===== src/rtl/insn_fetch.sv =====
// insn_fetch: owns the PC, issues 1-cycle-latency imem reads and queues up to 2 insns for decode.
// Optional FETCH_PERF_EN adds stall_cnt_o, a count of cycles with no valid instruction.
module insn_fetch #(
   parameter int LEN_INSN = 32,
   parameter int LEN_PC = 16,
   parameter logic [LEN_PC-1:0] RESET_PC = '0
) (
   input  logic                clk,
   input  logic                rst,
   output logic                imem_req_o,
   output logic [LEN_PC-1:0]   imem_addr_o,
   input  logic [LEN_INSN-1:0] imem_data_i,
   input  logic                redirect_i,
   input  logic [LEN_PC-1:0]   redirect_pc_i,
   output logic                insn_valid_o,
   input  logic                insn_ready_i,
   output logic [LEN_INSN-1:0] insn_o,
   output logic [LEN_PC-1:0]   insn_pc_o
`ifdef FETCH_PERF_EN
   ,
   output logic [31:0]         stall_cnt_o
`endif
);
   logic [LEN_PC-1:0] pc, inflight_pc, h_pc, s_pc;
   logic [LEN_INSN-1:0] h_insn, s_insn;
   logic inflight, kill, pop, push;
   logic [1:0] cnt, credit;
   always_comb begin
      insn_valid_o = !rst && cnt != 2'd0;
      pop = insn_valid_o && insn_ready_i && !redirect_i;
      credit = cnt + 2'(inflight);
      imem_req_o = !rst && !redirect_i && (credit < 2'd2 || (credit == 2'd2 && pop));
      push = inflight && !kill && !redirect_i;
      imem_addr_o = pc;
      insn_o = h_insn;
      insn_pc_o = h_pc;
   end
   // credit never exceeds 2, so a push always lands with cnt <= 1
   always_ff @(posedge clk) begin
      if (rst) begin
         pc <= RESET_PC;
         inflight <= 1'b0;
         inflight_pc <= '0;
         kill <= 1'b0;
         cnt <= 2'd0;
         h_insn <= '0;
         h_pc <= '0;
         s_insn <= '0;
         s_pc <= '0;
      end else begin
         inflight <= imem_req_o;
         kill <= redirect_i;
         if (imem_req_o) begin
            pc <= pc + LEN_PC'(1);
            inflight_pc <= pc;
         end
         if (redirect_i) begin
            pc <= redirect_pc_i;
            cnt <= 2'd0;
         end else begin
            if (push && (cnt == 2'd0 || (cnt == 2'd1 && pop))) begin
               h_insn <= imem_data_i;
               h_pc <= inflight_pc;
            end else if (pop) begin
               h_insn <= s_insn;
               h_pc <= s_pc;
            end
            if (push && cnt == 2'd1 && !pop) begin
               s_insn <= imem_data_i;
               s_pc <= inflight_pc;
            end
            cnt <= cnt + 2'(push) - 2'(pop);
         end
      end
   end
`ifdef FETCH_PERF_EN
   always_ff @(posedge clk) begin
      if (rst) stall_cnt_o <= 32'd0;
      else if (!insn_valid_o) stall_cnt_o <= stall_cnt_o + 32'd1;
   end
`endif
endmodule


===== config.mk =====
export PLATFORM = sky130hd
export DESIGN_NAME = insn_fetch
export DESIGN_NICKNAME = d
export VERILOG_FILES = /design/src/rtl/insn_fetch.sv
export SDC_FILE = /design/constraint.sdc
export NUM_CORES = 1
export LEC_CHECK = 0
export ABC_AREA = 0
export CORE_MARGIN = 2
export CORE_UTILIZATION = 40
export CTS_CLUSTER_SIZE = 8
export DETAILED_ROUTE_END_ITERATION = 10
export GPL_ROUTABILITY_DRIVEN = 0
export PLACE_DENSITY = 0.68
export SLEW_MARGIN = 20
export SYNTH_ARGS = -nofsm -noshare
export SYNTH_HDL_FRONTEND = slang
export SYNTH_SLANG_ARGS = --single-unit

===== constraint.sdc =====
create_clock -name clk -period 3 [get_ports clk]
set_input_delay 0.9 -clock clk [delete_from_list [all_inputs] [get_ports clk]]
set_output_delay 0.9 -clock clk [all_outputs]
set_load 0.005 [all_outputs]

* Yosys cells after proc, flatten, opt, wreduce, memory -nomap -nowiden
Index checks and enable logic that the tools add are counted.
W data, S select, Z words.
** Word-level totals
- Flip-flop bits (word level) :: 132
- Bits in latches :: 0
- Bits in writable memories :: 0
- ROM bits :: 0
- Input bits :: 52
- Memories kept :: 0
** Operators by class
- Add/subtract/negate cells :: 4
- $mul :: 0
- Div/mod/pow operators :: 0
- $lt $le $gt $ge :: 1
- Eq/ne operators :: 2
- Shift operators :: 0
- Multiplexer cells :: 6
- Bitwise logic cells :: 1
- Reduce and logical (&&, ||, !) cells :: 25
** Operators with widths (count)
- $mux W16 :: 4
- $mux W32 :: 2
- $add A16 B1 Y16 const B :: 1
- $logic_and A1 B1 Y1 :: 12
- $reduce_bool A2 Y1 :: 3
- $add A2 B1 Y2 :: 2
- $logic_not A1 Y1 :: 4
- $reduce_and A2 Y1 :: 2
- $eq A2 B1 Y1 const B :: 1
- $eq A2 B2 Y1 const B :: 1
- $logic_not A2 Y1 :: 1
- $logic_or A1 B1 Y1 :: 2
- $lt A2 B2 Y1 const B :: 1
- $reduce_or A2 Y1 :: 1
- $sub A2 B1 Y2 :: 1
- $not A1 Y1 :: 1

* Depth between registers and ports, before layout
Gate-level depths: netlist of run 1.
- Word-level depth :: 9
- Mapped depth :: 8
- Depth with buffers taken out :: 6

* Worst setup path after synthesis of run 1
OpenSTA, ideal clock, no wires.
- Path kind :: input -> output
- Start point :: input port rst
- End point :: output port imem_req_o
- Data arrival time :: 2010 ps
- Required time :: 2100 ps
- Path slack :: 90 ps
- Stages on the path :: 5
- Path buffers :: 3
- Cell sequence :: buf_6 -> or2_1 -> buf_2 -> a211oi_1 -> clkbuf_1
** On the way
- Longest elaborated chain between the ends :: 7
- Elaborated cells between the ends (all ways) :: 8
** RTL lines
- start: declaration :: line 9 : input logic rst,
- $logic_not A1 Y1 (*) :: line 29, 32
- $logic_and A1 B1 Y1 :: line 29 : insn_valid_o = !rst && cnt != 2'd0;
- $logic_and A1 B1 Y1 (2 in series) :: line 30 : pop = insn_valid_o && insn_ready_i && !redirect_i;
- $logic_and A1 B1 Y1 :: line 32 : imem_req_o = !rst && !redirect_i && (credit < 2'd2 || (credit == 2'd2 && pop));
- $logic_or A1 B1 Y1 :: line 32
- $logic_and A1 B1 Y1 (*) :: line 32
- end: declaration :: line 10 : output logic imem_req_o,
Every way passes the cells marked *; elsewhere a longest branch is shown, timed or not.

* Worst setup path in the final report of run 1
- Start point :: input port redirect_i
- End point :: output port imem_req_o
** On the way
- Longest elaborated chain between the ends :: 5
- Elaborated cells between the ends (all ways) :: 6
** RTL lines
- start: declaration :: line 13 : input logic redirect_i,
- $logic_not A1 Y1 (*) :: line 30, 32
- $logic_and A1 B1 Y1 :: line 30
- $logic_and A1 B1 Y1 :: line 32
- $logic_or A1 B1 Y1 :: line 32
- $logic_and A1 B1 Y1 (*) :: line 32
Marks and branches as above.

==> results of run 1 <==
routing by layer:
| layer | vias to the layer above | routed length, um |
|---|---|---|
| li1 | 2573 | - |
| met5 | - | 0 |
| met2 | 149 | 6840 |
| met4 | 0 | 121 |
| met1 | 2398 | 6430 |
| met3 | 9 | 676 |
kinds of logic (layout without fill, tap and decap cells):
family	after synthesis	count (layout)	share of synthesized area (%)
compound gates	100	100	11.0
xor+xnor	7	7	1.14
fa+ha+maj	3	3	0.699
buf+inv	63	180	4.80
flops	132	132	49.2
mux	3	3	0.559
simple gates	380	380	32.7
tightest hold or removal path: cells and delay by family, from the launching register on:
kind               cells  cell delay [ns]
DFF                    1             0.31
and+or+nand+nor        1             0.05
AOI/OAI and AO/OA      1             0.05
area by class of cell:
type	count	area (um2)	area share, %
Clock inverter	11	108	1.45
Timing Repair Buffer	144	1450	19.5
Multi-Input combinational cell	493	2540	34.1
Inverter	4	15.0	0.202
Clock buffer	21	470	6.32
Tap cell	176	220	2.96
Sequential cell	132	2640	35.5
through the flow:
step	setup TNS, ns	area (um2)	setup slack (ns)	cells	hold slack (ns)
CTS	0	7430	0.0319	981	0.454
global route	0	7450	0.00357	981	0.472
detailed placement	-28.33	6850	-0.343	949	0.447
floorplan	0	5370	0.0897	688	0.437
global placement	-22.64	6850	-0.282	949	0.442
finish	0	7450	0.0363	981	0.454
registers in the layout, indices dropped and copies added, names as in the netlist:
signal,cells
cnt,2
s_pc,16
inflight_pc,16
kill,1
inflight,1
s_insn,32
imem_addr_o,16
insn_o,32
insn_pc_o,16
final timing paths:
check            startpoint               to  slack [ns]
max              redirect_i       imem_req_o        0.04
min reg2reg         s_pc[8]          s_pc[8]        0.45
max reg2reg  imem_addr_o[2]  imem_addr_o[14]        0.75
min                 s_pc[8]          s_pc[8]        0.45
cells in the final DEF, fill, tap and decap left out, types with 17 or more instances in the layout:
cell               n
buf_4             21
nand2_1          120
clkdlybuf4s50_1  115
nor4_1            45
o21ai_0           19
nor3_1            48
dfxtp_1          132
clkbuf_16         17
nor2_1           115
a21oi_1           49
power groups by stage:
| stage | combinational (mW) | clock [mW] | sequential [mW] |
|---|---|---|---|
| 4_1_cts | 0.380 | 2.02 | 1.87 |
| 5_1_grt | 0.413 | 2.11 | 1.87 |
| 3_5_place_dp | 0.377 | 0 | 1.90 |
| 2_1_floorplan | 0.153 | 0 | 1.89 |
| 3_3_place_gp | 0.371 | 0 | 1.90 |
| 6_report | 0.379 | 1.99 | 1.87 |
what timing repair did:
| item | in CTS | in global routing |
|---|---|---|
| hold endpoints to repair | 0 | 0 |
| resized for setup | 5 | 3 |
| setup endpoints to repair | 1 | 3 |
| pin swaps | 1 | 0 |
==> flow_metrics.env, run 1 <==
export IMPL_synth_edf_count=0
export IMPL_synth_async_reset_ratio_pct=0
export IMPL_row_count=42
export IMPL_die_h_um=120
export IMPL_htree_levels=4
export IMPL_wirelength_um=14100
export IMPL_hold_depth=2
export IMPL_path_buf_inv=2
export IMPL_p_sw_uw=935
export IMPL_critPathTopFamily="buffers and inverters"
export IMPL_grt_util_met2_pct=32.3
export IMPL_insertedDiodeCount=0
export IMPL_synth_most_common_cell="dfxtp_1"
export IMPL_crit_chain="clkdlybuf4s50_1 > or2_4 > a211oi_4 > buf_2"
export IMPL_path_clk_slew_ns=0.05
export IMPL_ys_flop_type="dfxtp_1"
export IMPL_fin_crit_sh_pct=98.8
export IMPL_yosys_area_top_type="dfxtp_1"
export IMPL_areaGrowthSynthToFinish_pct=38.6
export IMPL_cts_tree="yes"
export IMPL_endpoint_kind="output port"
export IMPL_ys_seq_area_share_pct=49.2
export IMPL_netlist_area_leader_share_pct=49.2
export IMPL_hold_viol=0
export IMPL_drtPass1Iterations=5
export IMPL_drt_initial_drc_count=483
export IMPL_drive_above_1_share_pct=9.07
export IMPL_crit_path_top_delay_cell="clkdlybuf4s50_1"
export IMPL_pwr_density_cell_mw_per_mm2=569
export IMPL_ant_nets=0
export IMPL_required_ns=2.10
export IMPL_wire_per_inst_um=14.3
export IMPL_antenna_found_initial=0
export IMPL_synth_fp_nets=743
export IMPL_hpwl_um=9110
export IMPL_layout_nets=847
export IMPL_ys_ff_latch=132
export IMPL_finalPower_mw=4.24
export IMPL_seq_power_share_pct=44.0
export IMPL_rsz0062_at_grt="false"
export IMPL_tightestPinTransition_ns=0.649
export IMPL_cts_setup_buffers=0
export IMPL_ios=118
export IMPL_clkPwrFrac_pct=47.0
export IMPL_dieWidth_um=120
export IMPL_grt_util_all_layers_pct=19.5
export IMPL_die_area_mm2=0.0144
export IMPL_core_mm2=0.0132
export IMPL_grt_pass1_vias=4766
export IMPL_synth_warnings=0
export IMPL_cp_arrival_ns=2.06
export IMPL_synth_top_cells_by_count="dfxtp_1, nand2_1, nor2_1"
export IMPL_netlist_instances=688
export IMPL_leakagePower_nw=2.70
export IMPL_drc_errors=0
export IMPL_final_setup_skew_ns=0.00848
export IMPL_synth_cell_types=39
export IMPL_maxCapViolCount=0
export IMPL_cpPeakStageDelay_ns=0.44
export IMPL_max_vdd_ir_drop_mv=0.358
export IMPL_status="complete, no violations"
export IMPL_pwr_share_comb_pct=9.0
export IMPL_p_int_mw=3.30
export IMPL_cts_num_sinks=132
export IMPL_slew_viol_final=0
export IMPL_reg2reg_depth=5
export IMPL_syn_cell_area_mm2=0.00537
export IMPL_synth_area_top_cells="dfxtp_1, nand2_1, nor2_1, nor4_1, a21oi_1"
export IMPL_use_met3_pct=4.33
export IMPL_period_minus_slack_ns=2.96
export IMPL_start_util_pct=40.7
export IMPL_vias=5129
export IMPL_sw_frac_of_total_pct=22.1
export IMPL_cts_buffers=17
export IMPL_grt_pass1_wl_um=22700
export IMPL_hold_class="reg -> reg"
export IMPL_overflow=0
export IMPL_top_usage_layer="met2"
export IMPL_critPathKind="in -> out"
export IMPL_path_max_fanout=2
export IMPL_grt_use_met1_pct=25.4
export IMPL_clock_root_buffer="clkbuf_16"
export IMPL_fillers=1172
export IMPL_port_buffers=117
export IMPL_grt_max_degree=132
export IMPL_crit_cells=4
export IMPL_fmax_mhz=337
export IMPL_post_route_util_pct=56.5
export IMPL_syn_avg_cell_area_um2=7.81
export IMPL_slew_headroom_pct=56.5
export IMPL_holdBufCountCts=0
export IMPL_clk_latency_ns=0.40
export IMPL_clockBufferDepth=2
export IMPL_drt_vias_per_instance=5.23
export IMPL_setup_violations=0
export IMPL_cp_start_kind="primary input"
(Power assumes the default switching activity.)
==> inputs of run 2 (changes only) <==
--- a/config.mk
+++ b/config.mk
@@ -6,12 +6,11 @@
 export NUM_CORES = 1
 export LEC_CHECK = 0
 export ABC_AREA = 0
-export CORE_MARGIN = 2
 export CORE_UTILIZATION = 40
 export CTS_CLUSTER_SIZE = 8
 export DETAILED_ROUTE_END_ITERATION = 10
 export GPL_ROUTABILITY_DRIVEN = 0
-export PLACE_DENSITY = 0.68
+export PLACE_DENSITY = 0.67
 export SLEW_MARGIN = 20
 export SYNTH_ARGS = -nofsm -noshare
 export SYNTH_HDL_FRONTEND = slang
==> flow_metrics.env, run 2 (same netlist as run 1, synthesis figures left out) <==
export IMPL_hpwl_um=9290
export IMPL_antenna_found_initial=0
export IMPL_ios=118
export IMPL_setup_ws_ns=0.0467
export IMPL_die_area_mm2=0.0139
export IMPL_max_vdd_ir_drop_mv=0.361
export IMPL_insertedDiodeCount=0
export IMPL_grt_pass1_vias=5022
export IMPL_clkPwrFrac_pct=46.6
export IMPL_cts_buffers=17
export IMPL_cts_setup_buffers=0
export IMPL_pwr_density_cell_mw_per_mm2=564
export IMPL_drive_above_1_share_pct=8.99
export IMPL_pwr_share_comb_pct=9.0
export IMPL_fin_crit_sh_pct=98.4
export IMPL_final_setup_skew_ns=0.0102
export IMPL_sw_frac_of_total_pct=22.4
export IMPL_top_usage_layer="met2"
export IMPL_htree_levels=4
export IMPL_period_minus_slack_ns=2.95
export IMPL_design_area_mm2=0.00747
export IMPL_vias=5235
export IMPL_path_max_fanout=2
export IMPL_dp_slack_ns=-0.287
export IMPL_cp_arrival_ns=2.05
export IMPL_layout_common_cells="dfxtp_1, nand2_1, nor2_1, clkdlybuf4s50_1, a21oi_1"
export IMPL_die_h_um=118
export IMPL_drc_errors=0
export IMPL_use_met3_pct=5.57
export IMPL_cp_start_kind="primary input"
export IMPL_holdBufCountCts=0
export IMPL_drt_vias_per_instance=5.32
export IMPL_slew_viol_final=0
export IMPL_leakagePower_nw=2.71
export IMPL_port_buffers=117
export IMPL_drtPass1Iterations=4
export IMPL_grt_max_degree=73
export IMPL_overflow=0
export IMPL_wire_per_inst_um=14.5
export IMPL_critPathTopFamily="buffers and inverters"
export IMPL_cts_tree="yes"
export IMPL_core_mm2=0.0129
export IMPL_maxCapViolCount=0
export IMPL_grt_use_met1_pct=26.4
export IMPL_clk_latency_ns=0.41
export IMPL_grt_util_all_layers_pct=21.2
export IMPL_start_util_pct=41.7
export IMPL_crit_path_top_delay_cell="clkdlybuf4s50_1"
export IMPL_cpPeakStageDelay_ns=0.51
export IMPL_tightestPinTransition_ns=0.673
export IMPL_hold_viol=0
export IMPL_ant_nets=0
export IMPL_row_count=41
export IMPL_endpoint_kind="output port"
export IMPL_seq_power_share_pct=44.4
export IMPL_grt_util_met2_pct=35.1
export IMPL_fmax_mhz=339
export IMPL_clockBufferDepth=2
export IMPL_layout_nets=855
export IMPL_place_area_mm2=0.00691
export IMPL_drt_initial_drc_count=488
export IMPL_setup_violations=0
export IMPL_slew_headroom_pct=55.1
export IMPL_p_int_mw=3.27
export IMPL_path_buf_inv=2
export IMPL_wirelength_um=14200
export IMPL_p_sw_uw=944
export IMPL_critPathKind="in -> out"
export IMPL_required_ns=2.10
export IMPL_dieWidth_um=118
export IMPL_grt_pass1_wl_um=24100
export IMPL_crit_chain="clkdlybuf4s50_1 > nand2b_1 > a211oi_4 > dlygate4sd2_1"
export IMPL_status="complete, no violations"
export IMPL_hold_class="reg -> reg"
export IMPL_final_common_cell="dfxtp_1"
export IMPL_areaGrowthSynthToFinish_pct=39.0
export IMPL_path_clk_slew_ns=0.05
export IMPL_rsz0062_at_grt="false"
export IMPL_cts_num_sinks=132
export IMPL_clock_root_buffer="clkbuf_16"
==> run 2: cell type report <==
| type | count | area, um2 |
|---|---|---|
| Multi-Input combinational cell | 493 | 2520 |
| Clock buffer | 22 | 454 |
| Clock inverter | 9 | 106 |
| Sequential cell | 132 | 2640 |
| Timing Repair Buffer | 152 | 1520 |
| Tap cell | 172 | 215 |
| Inverter | 4 | 15.0 |
| Fill cell | 1127 | 5410 |
==> run 2: routing by layer <==
metal | routed length [um] | part of all wire [%] | vias up
met5 | 0 | 0 | -
met4 | 218 | 1.5 | 0
met3 | 629 | 4.4 | 20
met2 | 6920 | 49 | 148
met1 | 6460 | 45 | 2470
li1 | - | - | 2597
==> run 2: final timing paths <==
| check | cells past startpoint | from | to | slack (ns) |
|---|---|---|---|---|
| max reg2reg | 5 | imem_addr_o[3] | imem_addr_o[11] | 0.71 |
| max | 4 | insn_ready_i | imem_req_o | 0.05 |
| min reg2reg | 2 | s_pc[10] | s_pc[10] | 0.45 |
| min | 2 | s_pc[10] | s_pc[10] | 0.45 |
==> run 2: power groups by stage <==
stage	Sequential, mW	Clock (mW)	Combinational, mW
2_1_floorplan	1.89	0	0.153
3_3_place_gp	1.90	0	0.376
3_5_place_dp	1.90	0	0.380
4_1_cts	1.87	1.99	0.383
5_1_grt	1.88	2.08	0.417
6_report	1.87	1.96	0.381
==> run 2: timing repair <==
item | CTS | global route
gates cloned | 0 | 0
setup endpoints to repair | 1 | 1
resized for setup | 1 | 1
==> run 2: per-stage QoR <==
step	util, %	total power [mW]	cells	setup TNS [ns]	hold slack [ns]
6_report	58.0	4.21	984	0	0.453
5_1_grt	58.0	4.37	984	0	0.467
4_1_cts	58.0	4.24	984	0	0.455
3_5_place_dp	53.6	2.28	953	-22.73	0.447
3_3_place_gp	53.6	2.28	953	-19.21	0.442
2_1_floorplan	-	2.05	688	0	0.437
==> run 2: tightest hold or removal path: cells and delay by family (launching register included) <==
kind / cells / cell delay (ns)
DFF: 1 / 0.31
and+or+nand+nor: 1 / 0.05
AOI/OAI and AO/OA: 1 / 0.05
==> inputs of run 3 (changes only) <==
--- a/config.mk
+++ b/config.mk
@@ -6,6 +6,7 @@
 export NUM_CORES = 1
 export LEC_CHECK = 0
 export ABC_AREA = 0
+export CAP_MARGIN = 5
 export CORE_UTILIZATION = 40
 export CTS_CLUSTER_SIZE = 8
 export DETAILED_ROUTE_END_ITERATION = 10
==> constraint.sdc (replaced) <==
create_clock -name clk -period 3.7 [get_ports clk]
set_input_delay 1.11 -clock clk [delete_from_list [all_inputs] [get_ports clk]]
set_output_delay 1.11 -clock clk [all_outputs]
set_load 0.005 [all_outputs]
==> flow_metrics.env, run 3 (same netlist as run 1, synthesis figures left out) <==
export IMPL_status="complete, no violations"
export IMPL_grt_pass1_wl_um=24000
export IMPL_die_area_mm2=0.0139
export IMPL_grt_util_met2_pct=35.3
export IMPL_hold_class="reg -> reg"
export IMPL_drt_initial_drc_count=394
export IMPL_antenna_found_initial=0
export IMPL_grt_util_all_layers_pct=21.3
export IMPL_regToRegStartpoint="imem_addr_o[2]"
export IMPL_pwr_density_cell_mw_per_mm2=495
export IMPL_required_ns=2.59
export IMPL_whs_ns=0.452
export IMPL_use_met3_pct=5.96
export IMPL_post_route_util_pct=57.6
export IMPL_endpoint_kind="output port"
export IMPL_grt_use_met1_pct=26.4
export IMPL_seqCellArea_mm2=0.00264
export IMPL_cp_start_kind="primary input"
export IMPL_rsz0062_at_grt="false"
export IMPL_leakagePower_nw=2.67
export IMPL_setup_ws_ns=0.0651
export IMPL_slew_viol_final=0
export IMPL_fmax_mhz=275
export IMPL_reg2reg_depth=4
export IMPL_core_mm2=0.0129
export IMPL_setup_violations=0
export IMPL_die_h_um=118
export IMPL_path_clk_slew_ns=0.05
export IMPL_cts_repair_resized=0
export IMPL_fin_setup_tns_ns=0
export IMPL_areaGrowthSynthToFinish_pct=38.0
export IMPL_start_util_pct=41.7
export IMPL_overflow=0
export IMPL_grt_pass1_vias=4958
export IMPL_dp_slack_ns=0.0674
export IMPL_wire_per_inst_um=14.9
export IMPL_drtPass1Iterations=5
export IMPL_multi_input_area_mm2=0.00251
export IMPL_wirelength_um=14500
export IMPL_hold_depth=2
export IMPL_insertedDiodeCount=0
export IMPL_cp_arrival_ns=2.52
export IMPL_port_buffers=117
export IMPL_finalPower_mw=3.67
export IMPL_fillers=1148
export IMPL_drt_vias_per_instance=5.30
export IMPL_grt_max_degree=92
export IMPL_clockBufferDepth=2
export IMPL_fin_crit_sh_pct=98.2
export IMPL_regToRegEndpoint="imem_addr_o[14]"
export IMPL_holdBufCountCts=0
export IMPL_max_vdd_ir_drop_mv=0.292
export IMPL_dieWidth_um=118
export IMPL_ant_nets=0
export IMPL_cts_setup_buffers=0
export IMPL_top_usage_layer="met2"
export IMPL_htree_levels=4
export IMPL_ios=118
export IMPL_final_setup_skew_ns=0.00621
export IMPL_final_common_cell="dfxtp_1"
export IMPL_maxCapViolCount=0
export IMPL_row_count=41
export IMPL_vias=5132
export IMPL_cts_tree="yes"
export IMPL_clk_latency_ns=0.41
export IMPL_tightestPinTransition_ns=0.935
export IMPL_layout_common_cells="dfxtp_1, nand2_1, clkdlybuf4s50_1"
export IMPL_period_minus_slack_ns=3.63
export IMPL_hp_start="s_pc[13]"
export IMPL_drc_errors=0
export IMPL_clock_root_buffer="clkbuf_16"
export IMPL_cts_buffers=17
export IMPL_critPathKind="in -> out"
export IMPL_slew_headroom_pct=37.7
export IMPL_hold_viol=0
export IMPL_min_to="s_pc[13]"
export IMPL_layout_nets=838
export IMPL_drive_above_1_share_pct=7.29
export IMPL_hpwl_um=8970
export IMPL_path_max_fanout=3
export IMPL_cts_num_sinks=132
export IMPL_worst_r2r_setup_slack_ns=1.26
-- run 3: changes by cell type in the layout (fill, tap and decap cells not counted), moves of 2 or more --
| cell | previous run | this run |
|---|---|---|
| buf_12 | 7 | 5 |
| buf_4 | 29 | 14 |
| bufinv_16 | 2 | 5 |
| clkbuf_1 | 4 | 2 |
| clkbuf_8 | 1 | 4 |
| clkinvlp_4 | 3 | 1 |
-- run 3: metrics by stage --
| stage | cell area [um2] | std cells |
|---|---|---|
| after CTS | 7410 | 968 |
| final | 7410 | 968 |
| after global routing | 7410 | 968 |
| after floorplan | 5370 | 688 |
| after detailed placement | 6750 | 936 |
| after global placement | 6750 | 936 |
-- run 3: worst max path at each step --
stage,to,from,slack [ns],cells after the start
after global routing,imem_req_o,redirect_i,0.003,4
after global placement,imem_req_o,insn_ready_i,0.04,4
after CTS,imem_req_o,insn_ready_i,0.07,4
final,imem_req_o,insn_ready_i,0.07,4
after detailed placement,imem_req_o,insn_ready_i,0.07,4
after floorplan,imem_req_o,rst,0.37,5
-- run 3: final cells by class --
class,count,share of cell area (%)
Sequential cell,132,35.6
Tap cell,172,2.90
Timing Repair Buffer,135,18.4
Clock buffer,23,6.58
Clock inverter,9,2.33
Inverter,4,0.202
Multi-Input combinational cell,493,33.9
-- run 3: where the power goes --
part	switching, mW	internal, mW
logic	0.134	0.168
registers	0.0435	1.47
clock network	0.590	1.26
-- run 3: metal layers --
metal | vias up | share of wire, %
met4 | 0 | 1.4
met3 | 19 | 5.0
met2 | 181 | 48
met5 | - | 0
met1 | 2371 | 45
li1 | 2561 | -
-- run 3: worst max-delay path, stage by stage --
cell	delay (ns)
clkdlybuf4s50_1	0.48
nand2b_1	0.15
a211oi_4	0.25
clkdlybuf4s50_1	0.53
